### config.mk
export PLATFORM = sky130hd
export DESIGN_NAME = repair_rx
export DESIGN_NICKNAME = d
export VERILOG_FILES = /design/src/rtl/repair_pkg.sv /design/src/rtl/repair_lane_decode.sv /design/src/rtl/repair_rx.sv
export SDC_FILE = /design/constraint.sdc
export NUM_CORES = 1
export LEC_CHECK = 0
export CORE_MARGIN = 2
export CORE_UTILIZATION = 52
export DETAILED_ROUTE_END_ITERATION = 10
export PLACE_DENSITY = 0.86
export SLEW_MARGIN = 30
export SYNTH_ARGS = -nofsm -noshare
export SYNTH_HDL_FRONTEND = slang
export SYNTH_HIERARCHICAL = 1
export SYNTH_SLANG_ARGS = --single-unit
### constraint.sdc
create_clock -name clk -period 5.2 [get_ports clk]
set_clock_uncertainty 0.15 [all_clocks]
set_input_delay 1.04 -clock clk [delete_from_list [all_inputs] [get_ports clk]]
set_output_delay 1.04 -clock clk [all_outputs]
set_load 0.01 [all_outputs]
### src/rtl/repair_pkg.sv
// Shared definitions for the MBTRAIN.REPAIR sideband handshake: message codes,
// data-lane encodings and FSM state encodings, reused by initiator and responder.
package repair_pkg;

    // Sideband message codes exchanged during REPAIR.
    typedef enum logic [3:0] {
        MSG_NONE  = 4'b0000,
        INIT_REQ  = 4'b0001,
        INIT_RSP  = 4'b0010,
        END_REQ   = 4'b0101,
        END_RSP   = 4'b0110,
        APPLY_REQ = 4'b0111,
        APPLY_RSP = 4'b1000
    } repair_msg_e;

    // Data-lane encodings carried with APPLY_DEGRADE_REQUEST.
    localparam logic [2:0] ENC_LOWER_HALF = 3'b001;  // lanes 0..7
    localparam logic [2:0] ENC_UPPER_HALF = 3'b010;  // lanes 8..15
    localparam logic [2:0] ENC_ALL_LANES  = 3'b011;  // lanes 0..15

    // Handshake states shared by the REPAIR initiator and responder.
    typedef enum logic [2:0] {
        ST_IDLE        = 3'd0,
        ST_WAIT_INIT   = 3'd1,
        ST_WAIT_APPLY  = 3'd2,
        ST_WAIT_END    = 3'd3,
        ST_TEST_FINISH = 3'd4
    } repair_state_e;

endpackage

### src/rtl/repair_lane_decode.sv
// Combinational decode of the partner's 3-bit data-lane encoding into a
// 16-bit functional-lane mask plus a degrade-error flag for illegal codes.
module repair_lane_decode
    import repair_pkg::*;
(
    input  logic [2:0]  enc,
    output logic [15:0] mask,
    output logic        error
);

    // Map each legal encoding to its lane set; anything else is a degrade error.
    always_comb begin
        // NOTE: every output gets a default before the case so no path leaves a
        // value unassigned, which would otherwise infer a latch.
        mask  = 16'h0000;
        error = 1'b1;
        case (enc)
            ENC_ALL_LANES: begin
                mask  = 16'hFFFF;
                error = 1'b0;
            end
            ENC_LOWER_HALF: begin
                mask  = 16'h00FF;
                error = 1'b0;
            end
            ENC_UPPER_HALF: begin
                mask  = 16'hFF00;
                error = 1'b0;
            end
            default: ;
        endcase
    end

endmodule

### src/rtl/repair_rx.sv
// Responder side of the MBTRAIN.REPAIR sideband handshake. Answers INIT,
// APPLY_DEGRADE and END requests and latches the resulting lane mask.
// Optional feature: define REPAIR_RX_TIMEOUT_EN to add a per-state timeout
// with a sticky o_timeout flag; without it o_timeout is tied to 0.
module repair_rx
    import repair_pkg::*;
#(
    parameter logic [15:0] TIMEOUT_CYCLES = 16'd1000,
    parameter int          CNT_W          = 16
) (
    input  logic        clk,
    input  logic        rst,
    input  logic        i_en,
    input  logic [3:0]  i_sideband_message,
    input  logic        i_sideband_valid,
    input  logic [2:0]  i_sideband_data_lanes_encoding,
    input  logic        i_busy_negedge_detected,
    input  logic        i_valid_tx,
    output logic [3:0]  o_sideband_message,
    output logic        o_valid_rx,
    output logic [15:0] o_lane_mask,
    output logic        o_degrade_error,
    output logic        o_test_ack,
    output logic        o_timeout
);

    // The timeout compare value must be representable in the counter.
    if (int'(TIMEOUT_CYCLES) >= (1 << CNT_W)) begin : g_bad_cfg
        $error("repair_rx: TIMEOUT_CYCLES does not fit in CNT_W bits");
    end

    repair_state_e state, state_next;
    logic          acc_init, acc_apply, acc_end, acc_any;
    logic          timeout_hit;
    logic          restart_blocked;
    logic [15:0]   dec_mask;
    logic          dec_error;

    repair_lane_decode u_lane_decode (
        .enc   (i_sideband_data_lanes_encoding),
        .mask  (dec_mask),
        .error (dec_error)
    );

    // A request is accepted only when it is the one the current state expects.
    assign acc_init  = i_en && i_sideband_valid && (state == ST_WAIT_INIT)
                       && (i_sideband_message == INIT_REQ);
    assign acc_apply = i_en && i_sideband_valid && (state == ST_WAIT_APPLY)
                       && (i_sideband_message == APPLY_REQ);
    assign acc_end   = i_en && i_sideband_valid && (state == ST_WAIT_END)
                       && (i_sideband_message == END_REQ);
    assign acc_any   = acc_init || acc_apply || acc_end;

    // State register.
    always_ff @(posedge clk or posedge rst) begin
        // NOTE: sequential state uses non-blocking assignments so every register
        // samples pre-edge values regardless of block ordering.
        if (rst) state <= ST_IDLE;
        else     state <= state_next;
    end

    // Next-state logic; dropping i_en overrides everything, accept beats timeout.
    always_comb begin
        state_next = state;
        if (!i_en) begin
            state_next = ST_IDLE;
        end else begin
            case (state)
                ST_IDLE:        if (!restart_blocked) state_next = ST_WAIT_INIT;
                ST_WAIT_INIT:   if (acc_init)         state_next = ST_WAIT_APPLY;
                                else if (timeout_hit) state_next = ST_IDLE;
                ST_WAIT_APPLY:  if (acc_apply)        state_next = ST_WAIT_END;
                                else if (timeout_hit) state_next = ST_IDLE;
                ST_WAIT_END:    if (acc_end)          state_next = ST_TEST_FINISH;
                                else if (timeout_hit) state_next = ST_IDLE;
                ST_TEST_FINISH: state_next = ST_TEST_FINISH;
                default:        state_next = ST_IDLE;
            endcase
        end
    end

    // Response, valid, ack and lane-mask registers. The mask and error survive
    // i_en dropping because MBTRAIN consumes them after REPAIR finishes.
    always_ff @(posedge clk or posedge rst) begin
        if (rst) begin
            o_sideband_message <= MSG_NONE;
            o_valid_rx         <= 1'b0;
            o_test_ack         <= 1'b0;
            o_lane_mask        <= 16'h0000;
            o_degrade_error    <= 1'b0;
        end else if (!i_en) begin
            o_sideband_message <= MSG_NONE;
            o_valid_rx         <= 1'b0;
            o_test_ack         <= 1'b0;
        end else if (acc_init) begin
            o_sideband_message <= INIT_RSP;
            o_valid_rx         <= 1'b1;
        end else if (acc_apply) begin
            o_sideband_message <= APPLY_RSP;
            o_valid_rx         <= 1'b1;
            o_lane_mask        <= dec_mask;
            o_degrade_error    <= dec_error;
        end else if (acc_end) begin
            o_sideband_message <= END_RSP;
            o_valid_rx         <= 1'b1;
            o_test_ack         <= 1'b1;
        end else if (i_busy_negedge_detected && !i_valid_tx) begin
            o_valid_rx         <= 1'b0;
        end
    end

`ifdef REPAIR_RX_TIMEOUT_EN
    localparam logic [CNT_W-1:0] TIMEOUT_LAST = CNT_W'(TIMEOUT_CYCLES - 16'd1);

    logic [CNT_W-1:0] wait_cnt;
    logic             in_wait;

    assign in_wait         = (state == ST_WAIT_INIT) || (state == ST_WAIT_APPLY)
                             || (state == ST_WAIT_END);
    assign timeout_hit     = in_wait && (wait_cnt == TIMEOUT_LAST) && !acc_any;
    // After a timeout the FSM parks in IDLE until MBTRAIN drops i_en.
    assign restart_blocked = o_timeout;

    // Per-state wait counter and sticky timeout flag.
    always_ff @(posedge clk or posedge rst) begin
        if (rst) begin
            wait_cnt  <= '0;
            o_timeout <= 1'b0;
        end else begin
            if (state_next != state) wait_cnt <= '0;
            else if (in_wait)        wait_cnt <= wait_cnt + CNT_W'(1);

            if (!i_en)            o_timeout <= 1'b0;
            else if (timeout_hit) o_timeout <= 1'b1;
        end
    end
`else
    assign timeout_hit     = 1'b0;
    assign restart_blocked = 1'b0;
    assign o_timeout       = 1'b0;
`endif

endmodule

==> results of run 1 <==
-- per-stage QoR --
step	power, mW	setup slack, ns
3_3_place_gp	0.225	1.87
5_1_grt	0.320	2.23
4_1_cts	0.308	2.14
6_report	0.306	2.34
2_1_floorplan	0.223	2.73
3_5_place_dp	0.226	1.80
-- power by group through the flow --
stage	Combinational, mW	Clock [mW]	Sequential [mW]
6_report	0.0261	0.0830	0.197
4_1_cts	0.0263	0.0853	0.197
2_1_floorplan	0.0237	0	0.199
3_3_place_gp	0.0248	0	0.200
5_1_grt	0.0284	0.0948	0.197
3_5_place_dp	0.0262	0	0.200
-- cells by family after synthesis --
family | after synthesis | synth area share
multiplexers | 17 | 0.168
AO/OA/AOI/OAI | 13 | 0.0646
AND/OR/NAND/NOR | 24 | 0.138
other | 1 | 0.00285
XOR/XNOR | 1 | 0.00666
buffers and inverters | 24 | 0.144
flip-flops | 25 | 0.475
-- registers in the layout, indices dropped and copies added (netlist names) --
register / flops
state: 3
o_degrade_error: 1
o_sideband_message: 3
o_valid_rx: 1
o_lane_mask: 16
o_test_ack: 1
-- critical path, stage by stage --
cell             delay [ns]
clkdlybuf4s50_1        0.63
nand4b_4               0.20
nor3_4                 0.44
buf_6                  0.25
mux2_2                 0.35
-- path summary, 6_finish.rpt --
kind	to	slack [ns]	cells after the start
max in group asynchronous	o_lane_mask[4]	3.66	2
max	o_lane_mask[3]	2.34	5
max reg2reg	o_lane_mask[3]	3.18	4
min reg2reg	o_lane_mask[13]	0.37	1
min in group asynchronous	o_test_ack	0.91	2
min	o_lane_mask[13]	0.37	1
-- final cells by class --
type | count | area [µm²] | area share
timing repair buffer | 35 | 352 | 0.226
inverter | 3 | 11.3 | 0.00723
multi-input combinational | 57 | 504 | 0.324
clock buffer | 4 | 26.3 | 0.0169
tap | 30 | 37.5 | 0.0241
sequential | 25 | 626 | 0.402
-- cell usage after synthesis (all sizes together) --
library cell	n
a31o	1
o31ai	1
o21ai	2
buf	21
dfrtp	25
nor2	1
or3b	1
inv	3
o21bai	1
nand2	4
or2b	1
nor3	3
nor2b	2
nand4	1
nor4	1
or3	2
nand4b	2
nand3	1
conb	1
mux2	17
o211ai	1
xnor2	1
and3	1
nand2b	2
o311ai	1
a21oi	3
and4b	1
a211oi	1
a31oi	2
nor3b	1
-- metal layers --
metal  routed length, µm  vias to the layer above  GRT usage
met5                   0                        -          0
met4                  30                        0     0.0500
met3                 105                        4     0.0328
met2                1230                       23      0.297
met1                 980                      410      0.216
li1                    -                      390          -
==> run_results.csv, run 1 <==
group,metric,value,unit
pwr,power_frac_seq,0.643,
clock_network,clk_latency,0.31,ns
logic_synthesis,syn_area,1320,µm²
logic_synthesis,synth-seq-cells,25,
clock_network,clkTransAtPathRegs,0.12,ns
pwr,switching_share,0.223,
setup_path,worstSetupPathType,"in2reg",
pwr,combPwrFrac,0.085,
sta,max_slew_margin,0.667,
finish,mostFrequentLayoutCell,"clkdlybuf4s50_1",
finish,final_util,0.640,
detailed_routing,ant_nets,0,
logic_synthesis,synth_cells,105,
sta,rsz0062_at_grt,"false",
setup_path,cp_max_fo,12,
finish,layout_common_cells,"clkdlybuf4s50_1, dfrtp_1, mux2_2",
clock_network,cts_tree,"done",
detailed_routing,num_vias,827,
sta,fin_hold_ws,0.368,ns
sta,worst_pin_slew,0.498,ns
sta,final-max-slew-violation-count,0,
detailed_routing,drt_iter0_drc,18,
sta,hold_viol,0,
finish,drive_gt1_frac,0.234,
place,port_buffers,34,
detailed_routing,wl_per_cell,15.2,µm
setup_path,crit_start,"i_en",
sta,setup_viol,0,
finish,area_growth,18.3,%
logic_synthesis,synth_top_area_cell,"dfrtp_1",
pwr,power_frac_clock,0.271,
grt,grt_max_degree,26,
clock_network,cts_buffer_depth,2,
status,outcome,"completed",
sta,fin_setup_tns,0,ns
clock_network,cts_resized,0,
logic_synthesis,synth_top_cell_area_share,0.475,
place,dpl_cell_area,1520,µm²
setup_path,required,5.26,ns
pwr,max-vdd-ir-drop,0.147,mV
grt,gr-total-overflow,0,
place,place.detailed.hpwl,1800,µm
clock_network,numCtsBuffers,3,
clock_network,htree_levels,1,
clock_network,clock_sinks,25,
die,die-area,2950,µm²
detailed_routing,drc_errors,0,
logic_synthesis,syn_avg_cell_area,12.5,µm²
pwr,p_leak,0.712,nW
setup_path,arrival,2.91,ns
die,design.core.area,2430,µm²
die,initial_utilization,0.541,
logic_synthesis,ys_warn_count,6,
finish,fillers,194,
place,numPlacedInstances,149,
clock_network,cts_root_buffer,"clkbuf_4",
place,place.gp.congestion,0.791,
setup_path,startpoint_type,"primary input",
logic_synthesis,yosysUniqueCellTypes,37,
finish,layout.nets,138,
grt,grt_pass1_vias,757,
setup_path,cp-end-kind,"flip-flop",
worst_hold_path,hp-class,"reg2reg",
setup_path,rr_startpoint,"state[1]",
clock_network,cts_hold_buf,0,
die,io_pins,37,
finish,stdcell_count,154,
detailed_routing,routed_via_density,5.37,
clock_network,postCtsSetupRepairBufs,0,
grt,grt_usage,0.171,
worst_hold_path,min_from,"o_lane_mask[13]",
detailed_routing,routed_wl,2350,µm
sta,period_needed,2.86,ns
detailed_routing,dr.pass1.iters,4,
flow_run,maxCapViolCount,0,
die,fp.dieH,54.3,µm
sta,finalCritPeriodShare,0.549,
die,rows,18,
logic_synthesis,synth-seq-area-share,0.475,
pwr,p_int,0.238,mW
finish,diodes,0,
grt,antenna_found_initial,0,
finish,fin_area,1560,µm²
sta,clock.fmax,350,MHz
die,dieWidth,54.3,µm
pwr,p_per_area,196,nW/µm²
logic_synthesis,synthTopCellsByArea,"dfrtp_1, buf_4, mux2_4",
pwr,power.net_switching,0.0682,mW
grt,grt_pass1_wl,3550,µm
Power figures use the tool's default switching activity.
==> inputs of run 2 (changes only) <==
--- a/config.mk
+++ b/config.mk
@@ -6,9 +6,9 @@
 export NUM_CORES = 1
 export LEC_CHECK = 0
 export CORE_MARGIN = 2
-export CORE_UTILIZATION = 52
+export CORE_UTILIZATION = 43
 export DETAILED_ROUTE_END_ITERATION = 10
-export PLACE_DENSITY = 0.86
+export PLACE_DENSITY = 0.76
 export SLEW_MARGIN = 30
 export SYNTH_ARGS = -nofsm -noshare
 export SYNTH_HDL_FRONTEND = slang
==> constraint.sdc (replaced) <==
create_clock -name clk -period 2.5 [get_ports clk]
set_clock_uncertainty 0.15 [all_clocks]
set_input_delay 0.5 -clock clk [delete_from_list [all_inputs] [get_ports clk]]
set_output_delay 0.5 -clock clk [all_outputs]
set_load 0.01 [all_outputs]
==> run_results.csv, run 2 (synthesis results as in run 1) <==
group,metric,value,unit
die,io_pins,37,
grt,grt_pass1_wl,3800,µm
detailed_routing,wl_per_cell,13.8,µm
detailed_routing,num_vias,807,
finish,drive_gt1_frac,0.252,
detailed_routing,drt_iter0_drc,7,
finish,top_regs,"o_lane_mask: 16 flops, o_sideband_message: 3 flops, state: 3 flops",
sta,setup_viol,0,
sta,final-max-slew-violation-count,0,
die,die-area,3520,µm²
pwr,p_per_area,404,nW/µm²
sta,clock.fmax,516,MHz
clock_network,postCtsSetupRepairBufs,0,
die,design.core.area,2980,µm²
finish,area_growth,21.2,%
setup_path,worstSetupPathType,"in2reg",
sta,period_needed,1.94,ns
die,initial_utilization,0.442,
setup_path,required,2.56,ns
setup_path,startpoint_type,"primary input",
place,port_buffers,34,
setup_path,r2r_slack,0.76,ns
detailed_routing,dr.pass1.iters,4,
sta,worst_pin_slew,0.549,ns
grt,grt_pass1_vias,841,
clock_network,cts_tree,"done",
clock_network,cts_root_buffer,"clkbuf_4",
grt,grt_usage,0.142,
clock_network,clock_sinks,25,
grt,antenna_found_initial,0,
flow_run,maxCapViolCount,0,
finish,layout.nets,141,
finish,largest_reg_flops,16,
sta,fin_setup_tns,0,ns
clock_network,cts_hold_buf,0,
setup_path,cp-end-kind,"flip-flop",
pwr,p_leak,0.728,nW
finish,mostFrequentLayoutCell,"clkdlybuf4s50_1",
sta,finalCritPeriodShare,0.775,
finish,largest_register,"o_lane_mask",
grt,gr-total-overflow,0,
die,rows,20,
clock_network,cts_buffer_depth,2,
sta,fin_ws,0.562,ns
die,fp.dieH,59.3,µm
pwr,max-vdd-ir-drop,0.277,mV
place,place_ws,0.223,ns
place,place.detailed.hpwl,1660,µm
setup_path,cp_max_fo,19,
detailed_routing,routed_via_density,5.04,
grt,grt_max_degree,26,
status,outcome,"completed",
clock_network,clkTransAtPathRegs,0.14,ns
place,place.gp.congestion,0.845,
worst_hold_path,hp-class,"reg2reg",
clock_network,htree_levels,1,
pwr,power,0.644,mW
finish,diodes,0,
clock_network,cts_resized,0,
die,dieWidth,59.3,µm
place,numPlacedInstances,156,
clock_network,numCtsBuffers,3,
sta,rsz0062_at_grt,"false",
detailed_routing,drc_errors,0,
finish,layout_common_cells,"clkdlybuf4s50_1, dfrtp_1, mux2_2",
finish,stdcell_count,160,
sta,hold_viol,0,
clock_network,clk_latency,0.31,ns
setup_path,arrival,2.00,ns
detailed_routing,ant_nets,0,
detailed_routing,routed_wl,2220,µm
sta,max_slew_margin,0.634,
run 2: changes by cell type in the layout (fill, tap and decap cells not counted):
cell        before  now
inv_1            2    3
clkinvlp_4       0    1
inv_2            1    0
buf_12           0    1
buf_4            0    3
buf_6            1    0
clkbuf_1         1    0
run 2: layout make-up:
class | instances | area, µm²
Timing Repair Buffer | 38 | 383
Fill cell | 270 | 1380
Tap cell | 33 | 41.3
Multi-Input combinational cell | 57 | 504
Sequential cell | 25 | 626
Clock buffer | 3 | 22.5
Inverter | 3 | 11.3
Clock inverter | 1 | 7.51
run 2: layer usage:
metal	wire, µm	track usage	up-vias
li1	-	-	396
met1	1030	0.196	382
met5	0	0	-
met2	1080	0.226	27
met3	91	0.0218	2
met4	13	0.0487	0
run 2: path summary, 6_finish.rpt:
kind / cells past startpoint / end / start
worst max-delay path: 5 / o_lane_mask[4] / i_sideband_valid
worst min register to register: 2 / o_test_ack / o_test_ack
min in group asynchronous: 3 / o_lane_mask[3] / rst
worst max register to register: 4 / o_lane_mask[4] / state[1]
max in group asynchronous: 3 / state[0] / rst
worst min-delay path: 2 / o_test_ack / o_test_ack
run 2: critical path: stages:
cell and delay (ns):
clkdlybuf4s50_1 0.53, nand4b_4 0.19, nor3_4 0.24, buf_12 0.19, mux2_2 0.35
run 2: per-stage QoR:
stage               utilization  hold slack (ns)  area [µm²]
CTS                       0.536            0.357        1600
floorplan                     -            0.364        1320
global placement          0.526            0.323        1570
global route              0.536            0.384        1600
detailed placement        0.526            0.326        1570
finish                    0.536            0.351        1600
run 2: report_power, final:
group	leakage (nW)	internal [mW]	switching (mW)	total [mW]
logic	0.367	0.0289	0.0277	0.0566
registers	0.347	0.406	0.00303	0.409
clock network	0.0139	0.0610	0.118	0.179
